$ cat src/rtl/imem_pc.sv
// imem_pc: free-running RV32 fetch stage, a PC register driving a fixed instruction ROM
module imem_pc #(
  parameter int          MEM_DEPTH = 64,
  parameter logic [31:0] RESET_PC  = 32'h0000_0000
) (
  input  logic        CLK,
  input  logic        RST,
  output logic [31:0] inst
);
  localparam int AW = $clog2(MEM_DEPTH);
  localparam logic [31:0] NOP = 32'h0000_0013;
  localparam logic [31:0] PROG [8] = '{
    32'h0050_0093, 32'h0030_0113, 32'h0020_81B3, 32'h4020_8233,
    32'h0020_F2B3, 32'h0020_E333, 32'h0020_C3B3, NOP
  };
  // power-up value makes inst defined before the first reset edge
  logic [31:0]   pc = RESET_PC;
  logic [AW-1:0] idx;
  always_ff @(posedge CLK) pc <= RST ? RESET_PC : pc + 32'd4;
  assign idx = pc[AW+1:2];
  always_comb inst = (idx >> 3) == '0 ? PROG[idx[2:0]] : NOP;
endmodule

$ cat config.mk
export PLATFORM = sky130hd
export DESIGN_NAME = imem_pc
export DESIGN_NICKNAME = d
export VERILOG_FILES = /design/src/rtl/imem_pc.sv
export SDC_FILE = /design/constraint.sdc
export NUM_CORES = 1
export LEC_CHECK = 0
export CORE_MARGIN = 3
export CORE_UTILIZATION = 36
export DETAILED_ROUTE_END_ITERATION = 6
export GPL_TIMING_DRIVEN = 0
export MAX_ROUTING_LAYER = met4
export PLACE_DENSITY = 0.83
export SYNTH_ARGS = -nofsm -noshare
export SYNTH_HDL_FRONTEND = slang
export SYNTH_SLANG_ARGS = --single-unit
$ cat constraint.sdc
create_clock -name CLK -period 1.5 [get_ports CLK]
set_input_delay 0.3 -clock CLK [delete_from_list [all_inputs] [get_ports CLK]]
set_output_delay 0.3 -clock CLK [all_outputs]
set_load 0.02 [all_outputs]
---- Yosys cells after proc, flatten, opt, wreduce, memory -nomap -nowiden ----
Memory sizes are Yosys's and may differ from the RTL's.
Cells that the tools add are included.
word-level totals
  register bits ........................... 32
  bits in read-only memories .............. 256
  input port bits ......................... 2
  output and inout bits ................... 32
  word-level logic and storage cells ...... 9
  memories ................................ 1
memories
  name             depth  bits a word  read ports  clocked after Yosys merged registers in  wr ports  line  text
  (no name shown)  8      32           1           0                                        0         21    always_comb inst = (idx >> 3) == '0 ? PROG[idx[2:0]] : NOP;
operators by class
  add/sub/neg operators ................... 1
  order comparisons ....................... 1
  muxes and demuxes ....................... 3
  bitwise gates (word level) .............. 1
  reduce and logical (&&, ||, !) cells .... 1
operators with widths
  operator                                                          count
  32-bit 2-to-1 mux                                                 3
  32-bit by 3-bit adder with 32-bit output (second input constant)  1
  6-bit logical NOT                                                 1
  4-bit greater-or-equal comparator (second input constant)         1
  3-bit NOT with 4-bit output                                       1

---- Logic depth before layout (Yosys ltp) ----
  depth in word-level cells ............... 5
  gate-level depth with buffers ........... 4
  mapped depth without buffers ............ 4

---- Least setup slack after synthesis ----
Ideal clock, no wire load.
  path type ............................... register to output
  start point ............................. register pc[6]
  end point ............................... output port inst[15]
  data arrival time ....................... 1.443 ns
  data required time ...................... 1.200 ns
  setup slack ............................. -0.243 ns
  stages on the path, launching flop included .. 5
  path buffers ............................ 2
  cell sequence ........................... dfxtp_1 -> or3_1 -> clkbuf_2 -> a21oi_1 -> buf_4
between the ends
  longest elaborated chain between the ends .. 2
RTL lines
  what                    line  text
  start, declared         17    logic [31:0] pc = RESET_PC;
  start signal, assigned  19    always_ff @(posedge CLK) pc <= RST ? RESET_PC : pc + 32'd4;
  6-bit logical NOT       21
  32-bit 2-to-1 mux       21
  end, declared           8     output logic [31:0] inst
No other way between the ends.

---- Worst setup path in the final report ----
  start point ............................. register pc[5]
  end point ............................... output port inst[21]
Same word-level chain as after synthesis.

==> metrics.txt <==
vias in the first global route=~450; clock sink total=6; cell mode on critical path=buf_6; post-synthesis mux area share=0%; biggest regs=pc x6; period utilization=110%; Max Fanout on Critical Path=7; Final nets=~120; r2r worst-path depth=4; Root Buffer=clkbuf_4; H-tree depth=1; Synth top area share=28.4%; share of layout cells above drive strength 1=a little over half; Slew Limit Fails=0; Hold Path Stages=2; Ports=34; pwr dens=slightly above 700 nW/um2; Tot GR Track Use=~13%; Clock Latency Late Sink=0.25 ns; initial core utilization=~41%; Core Region=approximately 1400 um2; Arrival @ worst endpoint=1.36 ns; sequential area share after synthesis=between 20% and 30%; # port buffers=13; adder-cell share of the synthesized area=13.5%; endpoints failing setup=12; Yosys cell types=21; syn_area_per_cell=between 7 and 8 um2; Clock transition at path regs=0.05 ns; Max Freq=0.604 GHz; area fraction in compound gates after synthesis=approximately 6.3%; via/cell ratio=between 4 and 5; CTS buffer count=3; max FFs per register=6; peak supply drop=roughly 0.00047 V; Finished Core Util=64.5%; Area growth syn-to-layout=58.6%; TritonCTS clock tree=yes; Worst path slowest cell=or3_4; multi-input combinational cell area=between 300 and 400 um2; Die H=roughly 45 um; post-route ant nets=0; synthesized flop and latch total=6; DRC=0; fin crit period=1.66 ns; routed length per placed instance=9.54 um; Max-Cap Viols=0; Hold Crit Class=reg2reg; synth warn=0; largest net degree at the start of global routing=8; Yosys top cell by area=buf_4; fin worst setup slack=-0.156 ns; top post-synthesis cells by area=buf_4 (28%), dfxtp_1 (22%), ha_1 (14%); RSZ-0062 raised after global routing=yes; grt total ovfl=0; finished layout cell area=about 900 um2; Filler cells=between 100 and 150; number of antenna diodes=0; routed via count=509; failing checks=setup timing; Crit Path Class=reg2out; Critical Path Source Type=flip-flop; Mapped Cells=71; die area=just over 2000 um2; DRT Pass-1 Iters=2; status=complete, but fails checks; first-pass GRT wire length=around 1800 um; Design Power=slightly above 0.6 mW; Routed WL=between 1000 and 1500 um; LEAKAGE=0.474 nW; row count=13; Die Width=45.3 um; Iter 0 DRT Violations=1; CP required=around 1.2 ns; CTS Buffer Depth=2; CP max stage delay=just over 0.4 ns; TNS Setup=-1.28 ns; initial antenna violation count=0; GPL Wtd Cong=between 0.7 and 0.8; Post-DP Area=779 um2; largest family of logic cells by synthesized area=buffers and inverters; FF/Latch Area=between 100 and 150 um2; crit end category=primary output; Detail Placement HPWL=between 800 and 900 um; critical-path cell list=or3_4 > buf_6 > a21oi_2 > buf_6; largest reg by FF count=pc; final hold vios=0; Synth Area in XOR/XNOR=roughly 3.2%; Syn Std Cell Area=between 500 and 600 um2; Post-Synth Simple-Gate Area=22.7%; Setup Skew=about 0.0049 ns; worst hold margin=a little under 0.6 ns
==> per-stage QoR <==
| step | instances | worst slack (ns) |
|---|---|---|
| 6_report | 127 | -0.156 |
| 5_1_grt | 127 | -0.210 |
| 4_1_cts | 126 | -0.175 |
| 3_5_place_dp | 117 | -0.575 |
| 3_3_place_gp | 117 | -0.550 |
| 2_1_floorplan | 89 | -0.103 |
==> Yosys cell counts <==
library cell  count
nor2_1            6
nor4_1            1
clkbuf_2          1
buf_4            21
xor2_1            2
nand2_1           3
nand3_1           2
a211oi_2          1
and2_1            2
dfxtp_1           6
nand2b_1          2
conb_1            2
inv_1             3
or3_1             1
ha_1              6
nor3_1            4
a21oi_1           3
and3_1            2
o21bai_1          1
nor2b_1           1
or2_2             1
==> cells in the final DEF, fill, tap and decap left out, drive strengths merged <==
master and n:
nor2 6, inv 3, and2 2, a211oi 1
nand2 3, nand3 2, or2 1, a21oi 3
or3 1, clkbuf 3, conb 20, nor2b 1
nor4 1, buf 41, ha 6, and3 2
dfxtp 6, nand2b 2, o21bai 1, clkdlybuf4s50 1
xor2 2, nor3 4
==> worst paths after layout <==
kind                             from  endpoint  slack, ns
worst min register to register  pc[2]     pc[2]       0.59
worst max-delay path            pc[5]  inst[21]      -0.16
worst min-delay path            pc[2]     pc[2]       0.59
worst max register to register  pc[2]     pc[7]       0.41
==> power by group <==
part | switching [mW] | total (mW) | internal, mW
combinational | 0.161 | 0.296 | 0.135
clock | 0.0579 | 0.148 | 0.0905
sequential | 0.0124 | 0.178 | 0.166
total | 0.231 | 0.623 | 0.392
==> final cells by class <==
cell class              count  share of cell area (%)
multi-input cells          58                    41.9
repair buffers             21                    18.7
plain buffers              21                    17.9
flip-flops and latches      6                    15.2
clock buffers               3                    2.56
well taps                  15                    2.13
inverters                   3                    1.56
==> layer usage <==
metal / GRT usage [%] / wire length [um]
met5: - / 0
met3: 3.98 / 154
met2: 22.3 / 587
met1: 12.1 / 449
met4: 7.60 / 21
==> critical path, delay by kind of cell (launching register included) <==
kind / cells / cell delay (ns)
buffers and inverters: 2 / 0.27
and+or+nand+nor: 1 / 0.41
DFF: 1 / 0.33
AOI/OAI and AO/OA: 1 / 0.10
==> cells by family (layout without fill, tap and decap cells) <==
group	Yosys count	in the layout
AND/OR/NAND/NOR	25	25
buffers and inverters	25	48
adder cells (fa/ha/maj)	6	6
flip-flops	6	6
AO/OA/AOI/OAI	5	5
other	2	20
XOR/XNOR	2	2
==> repair_timing <==
item	in CTS	in global routing
cloned	0	0
endpoints found under the setup margin	12	12
gates resized for setup	75	6
pin swaps	4	1
buffers inserted	7	1
hold buffers	0	0
Note: power is estimated with default switching activity, not from simulation.
